### src/rtl/rx_frame_assembler.sv
`default_nettype none
// ============================================================================
//  Module      : rx_frame_assembler
//  Description : Serial receive frame assembler. It consumes one voted bit per
//                Sample_Available strobe and walks start, DATA_WIDTH data
//                bits (LSB first), an optional parity bit and a stop bit. One
//                cycle after the stop strobe it reports exactly one result
//                pulse: data_valid (P_DATA loaded), par_err or stp_err.
//                Optional feature macro: RX_BREAK_DET_EN adds a break_det
//                output that flags an all-zero frame in place of the error
//                pulses.
//                DATA_WIDTH must be at least 2.
//  Revision    : 1.0 - initial release
// ============================================================================
module rx_frame_assembler #(
    parameter int DATA_WIDTH = 8
) (
    input  logic                  CLK,
    input  logic                  RST,
    input  logic                  Sample_Available,
    input  logic                  sampled_bit,
    input  logic                  PAR_EN,
    input  logic                  PAR_TYP,
    output logic [DATA_WIDTH-1:0] P_DATA,
    output logic                  data_valid,
    output logic                  par_err,
    output logic                  stp_err,
`ifdef RX_BREAK_DET_EN
    output logic                  break_det,
`endif
    output logic                  frame_active
);

    localparam int c_cnt_w = $clog2(DATA_WIDTH) + 1;
    localparam logic [c_cnt_w-1:0] c_last_bit = c_cnt_w'(DATA_WIDTH - 1);
    localparam logic [c_cnt_w-1:0] c_cnt_one  = c_cnt_w'(1);

    typedef enum logic [1:0] {
        IDLE   = 2'd0,
        DATA   = 2'd1,
        PARITY = 2'd2,
        STOP   = 2'd3
    } state_t;

    state_t                  state_q,        state_d;
    logic [DATA_WIDTH-1:0]   shift_q,        shift_d;
    logic [c_cnt_w-1:0]      cnt_q,          cnt_d;
    logic                    par_en_q,       par_en_d;
    logic                    par_typ_q,      par_typ_d;
    logic                    par_mis_q,      par_mis_d;
    logic [DATA_WIDTH-1:0]   p_data_q,       p_data_d;
    logic                    data_valid_q,   data_valid_d;
    logic                    par_err_q,      par_err_d;
    logic                    stp_err_q,      stp_err_d;
    logic                    frame_active_q, frame_active_d;
    logic                    w_is_break;
`ifdef RX_BREAK_DET_EN
    logic                    par_bit_q,      par_bit_d;
    logic                    break_det_q,    break_det_d;
`endif

    // Break condition: every bit of the frame after the start bit was 0.
    // The stored parity bit stays 0 when parity is disabled.
    always_comb begin
`ifdef RX_BREAK_DET_EN
        w_is_break = (shift_q == '0) && !par_bit_q && !sampled_bit;
`else
        w_is_break = 1'b0;
`endif
    end

    // Next-state logic: everything holds unless a sample strobe arrives;
    // result pulses default low so each lasts a single cycle.
    always_comb begin
        state_d        = state_q;
        shift_d        = shift_q;
        cnt_d          = cnt_q;
        par_en_d       = par_en_q;
        par_typ_d      = par_typ_q;
        par_mis_d      = par_mis_q;
        p_data_d       = p_data_q;
        data_valid_d   = 1'b0;
        par_err_d      = 1'b0;
        stp_err_d      = 1'b0;
`ifdef RX_BREAK_DET_EN
        par_bit_d      = par_bit_q;
        break_det_d    = 1'b0;
`endif
        if (Sample_Available) begin
            case (state_q)
                IDLE: begin
                    // A 0 is a start bit; a 1 is idle line or a false start.
                    if (!sampled_bit) begin
                        state_d   = DATA;
                        cnt_d     = '0;
                        shift_d   = '0;
                        par_en_d  = PAR_EN;
                        par_typ_d = PAR_TYP;
                        par_mis_d = 1'b0;
`ifdef RX_BREAK_DET_EN
                        par_bit_d = 1'b0;
`endif
                    end
                end
                DATA: begin
                    // Shift in from the top so the first bit ends at bit 0.
                    shift_d = {sampled_bit, shift_q[DATA_WIDTH-1:1]};
                    cnt_d   = cnt_q + c_cnt_one;
                    if (cnt_q == c_last_bit) begin
                        state_d = par_en_q ? PARITY : STOP;
                    end
                end
                PARITY: begin
                    par_mis_d = sampled_bit != ((^shift_q) ^ par_typ_q);
`ifdef RX_BREAK_DET_EN
                    par_bit_d = sampled_bit;
`endif
                    state_d   = STOP;
                end
                STOP: begin
                    state_d = IDLE;
                    if (w_is_break) begin
`ifdef RX_BREAK_DET_EN
                        break_det_d = 1'b1;
`endif
                    end else if (!sampled_bit) begin
                        stp_err_d = 1'b1;
                    end else if (par_mis_q) begin
                        par_err_d = 1'b1;
                    end else begin
                        data_valid_d = 1'b1;
                        p_data_d     = shift_q;
                    end
                end
                default: state_d = IDLE;
            endcase
        end
        // Registered so it falls together with the result pulse.
        frame_active_d = (state_d != IDLE);
    end

    // State and output registers with asynchronous active-low reset.
    always_ff @(posedge CLK or negedge RST) begin
        if (!RST) begin
            state_q        <= IDLE;
            shift_q        <= '0;
            cnt_q          <= '0;
            par_en_q       <= 1'b0;
            par_typ_q      <= 1'b0;
            par_mis_q      <= 1'b0;
            p_data_q       <= '0;
            data_valid_q   <= 1'b0;
            par_err_q      <= 1'b0;
            stp_err_q      <= 1'b0;
            frame_active_q <= 1'b0;
`ifdef RX_BREAK_DET_EN
            par_bit_q      <= 1'b0;
            break_det_q    <= 1'b0;
`endif
        end else begin
            state_q        <= state_d;
            shift_q        <= shift_d;
            cnt_q          <= cnt_d;
            par_en_q       <= par_en_d;
            par_typ_q      <= par_typ_d;
            par_mis_q      <= par_mis_d;
            p_data_q       <= p_data_d;
            data_valid_q   <= data_valid_d;
            par_err_q      <= par_err_d;
            stp_err_q      <= stp_err_d;
            frame_active_q <= frame_active_d;
`ifdef RX_BREAK_DET_EN
            par_bit_q      <= par_bit_d;
            break_det_q    <= break_det_d;
`endif
        end
    end

    assign P_DATA       = p_data_q;
    assign data_valid   = data_valid_q;
    assign par_err      = par_err_q;
    assign stp_err      = stp_err_q;
    assign frame_active = frame_active_q;
`ifdef RX_BREAK_DET_EN
    assign break_det    = break_det_q;
`endif

endmodule
`default_nettype wire

### config.mk
export PLATFORM = sky130hd
export DESIGN_NAME = rx_frame_assembler
export DESIGN_NICKNAME = d
export VERILOG_FILES = /design/src/rtl/rx_frame_assembler.sv
export SDC_FILE = /design/constraint.sdc
export NUM_CORES = 1
export LEC_CHECK = 0
export ABC_AREA = 1
export BUFFER_PORTS_ARGS = -buffer_cell sky130_fd_sc_hd__buf_2
export CAP_MARGIN = 40
export CORE_UTILIZATION = 45
export CTS_BUF_LIST = sky130_fd_sc_hd__clkbuf_16
export DETAILED_ROUTE_END_ITERATION = 10
export GPL_TIMING_DRIVEN = 0
export SYNTH_ARGS = -nofsm -noshare
export SYNTH_HDL_FRONTEND = slang
export SYNTH_SLANG_ARGS = --single-unit
### constraint.sdc
create_clock -name CLK -period 3.05 [get_ports CLK]
set_clock_uncertainty 0.05 [all_clocks]
set_input_delay 0.4575 -clock CLK [delete_from_list [all_inputs] [get_ports CLK]]
set_output_delay 0.4575 -clock CLK [all_outputs]
set_load 0.01 [all_outputs]
==> results_dict.tcl <==
set metrics [dict create \
    outcome "complete, but fails checks" \
    failed_checks "design-rule violations" \
    fin_setup_tns_ns 0 \
    area_delta_synth_final_pct 19.4 \
    rsz0062_at_grt "false" \
    row_count 19 \
    reg2reg_depth 8 \
    power_uw 1630 \
    path_max_fanout 6 \
    power_density_nw_per_um2 1010 \
    clockRootBuffer "clkbuf_16" \
    cts_max_level 2 \
    final-seq-area_um2 726 \
    seq_area_frac_synth_pct 53.9 \
    reg2reg_from "state_q[1]" \
    ys_ff_latch 29 \
    synth.net_count 158 \
    p_leak_uw 0.000853 \
    grt_max_degree 30 \
    die_h_um 56.7 \
    cts_buffers 5 \
    synthTopCellsByCount "nand2_1 (40), dfrtp_1 (29), inv_1 (16), nand3_1 (13), nor2_1 (11)" \
    synthDistinctLibCells 26 \
    holdCritPathClass "in -> async" \
    io_pins 18 \
    clockBufferDepth 2 \
    numPortBuffers 17 \
    die_w_um 56.7 \
    place_congestion 0.827 \
    yosys.area.top_type "dfrtp_1" \
    yosysWarnings 0 \
    first_global_vias 987 \
    endpoint "cnt_q[2]" \
    nFillCells 263 \
    maxCapViolCount 0 \
    dieArea_um2 3210 \
    synth_area_leaders "dfrtp_1 (54%), nand2_1 (11%), nand3_1 (4.8%), inv_1 (4.5%), nor2_1 (3.1%)" \
    fin_crit_sh_pct 46.4 \
    drc_errors 2 \
    async_reset_ff_share_pct 100 \
    cts_resized 0 \
    hold_viol_final 0 \
    hold_buffers 0 \
    vdd_drop_max_v 0.000507 \
    synth-edff-count 0 \
    dpl.cell_count 199 \
    netlist.area_leader.share_pct 53.9 \
    holdWs_ns 0.148 \
    multi_input_area_um2 527 \
    ant_nets 0 \
    crit_start "state_q[1]" \
    wl_per_cell_um 11.8 \
    arrival_ns 1.52 \
    tritoncts "yes" \
    grt.total_usage_pct 18.7 \
    drive_above_1_share_pct 22.7 \
    antenna_found_initial 0 \
    initial_core_util_pct 48.0 \
    cts.sink_count 29 \
    vias_per_cell 5.06 \
    endpoint_kind "register" \
    syn_area_per_cell_um2 8.92 \
    final_net_count 182 \
    r2r_setup_slack_ns 1.63 \
    max_slew_margin_pct 58.6 \
    synth_cells 151 \
    final_util_pct 57.3 \
    num_antenna_cells 0 \
    synth_most_common_cell "nand2_1" \
    routed_wl_um 2450 \
    drtIter0Drc 31 \
    slew_viol_final 0 \
    setup_viol 0 \
    critPathLaunchType "register" \
    coreArea_um2 2810 \
    path_clk_slew_ns 0.05 \
    num_vias 1047 \
    grt-ovfl-total 0 \
    cts_setup_buffers 0 \
    grt_pass1_wl_um 4400 \
    fin_cells 207 \
    clkLatencyLatePin_ns 0.27 \
    worst-slew-pin-transition_ns 0.620 \
    fmax_mhz 706 \
    synth_top_flop_cell "dfrtp_1" \
    firstDrtPassIters 7 \
    rr_endpoint "cnt_q[2]" \
    place_hpwl_um 1800 \
    netlist_area_um2 1350 \
    final.min_clock_period_ns 1.42 \
    worstSetupPathType "reg -> reg" \
    critPathRequiredTime_ns 3.16 \
]
==> critical path, cell delays in order (launching register included) <==
cell and delay (ns):
dfrtp_1 0.41, inv_1 0.11, nand2_2 0.08, nor2_1 0.17, inv_2 0.09, nand2_4 0.11
inv_2 0.08, a21oi_1 0.14, nor2_1 0.06
==> metrics by stage <==
stage	worst slack (ns)	instance area, um2
floorplan	1.71	1350
global placement	1.48	1470
detailed placement	1.46	1470
CTS	1.62	1610
global route	1.49	1610
finish	1.63	1610
==> worst min path at each step <==
stage                     cells past startpoint     start         end  slack [ns]
after floorplan                               0       RST   P_DATA[0]        0.11
after global routing                          1       RST   P_DATA[2]        0.21
after global placement                        1  cnt_q[3]    cnt_q[3]        0.40
final                                         1       RST  data_valid        0.15
after detailed placement                      1  cnt_q[3]    cnt_q[3]        0.40
after CTS                                     1       RST  data_valid        0.17
==> report_power, final <==
part | leakage [uW] | internal (uW) | switching (uW)
Sequential | 0.000369 | 525 | 110
Combinational | 0.000415 | 221 | 331
Clock | 0.0000687 | 293 | 152
==> state kept, by name, summed over array words and instances, names as in the netlist, 2 cells and up <==
signal	flops
P_DATA	8
cnt_q	4
shift_q	8
state_q	2
==> layout make-up <==
cell class	count	area share, %
plain buffers	2	1.40
clock buffers	5	7.78
clock inverters	3	0.778
inverters	19	4.44
multi-input cells	101	32.8
flip-flops and latches	29	45.1
well taps	31	2.41
repair buffers	17	5.29
==> cell usage in the layout, fill, tap and decap left out, drive strengths merged, types with 4 or more instances in the layout <==
master,count
nand2,42
dfrtp,29
buf,19
inv,18
nand3,14
nor2,14
a21oi,9
o21ai,8
clkbuf,5
clkinv,4
==> per-layer routing <==
metal	wire (um)	global-route usage, %
met3	97	7.60
met1	1150	23.0
met2	1170	29.3
met5	0	0
met4	40	7.50
==> cell families (layout without fill, tap and decap cells) <==
kind of cell | count (synthesis) | in the layout | synth area share [%]
AND/OR/NAND/NOR | 75 | 75 | 25.5
buffers and inverters | 21 | 46 | 6.97
AO/OA/AOI/OAI | 20 | 20 | 9.11
multiplexers | 2 | 2 | 1.67
adder cells (fa/ha/maj) | 1 | 1 | 0.929
flip-flops | 29 | 29 | 53.9
XOR/XNOR | 3 | 3 | 1.95
Power figures use the tool's default switching activity.
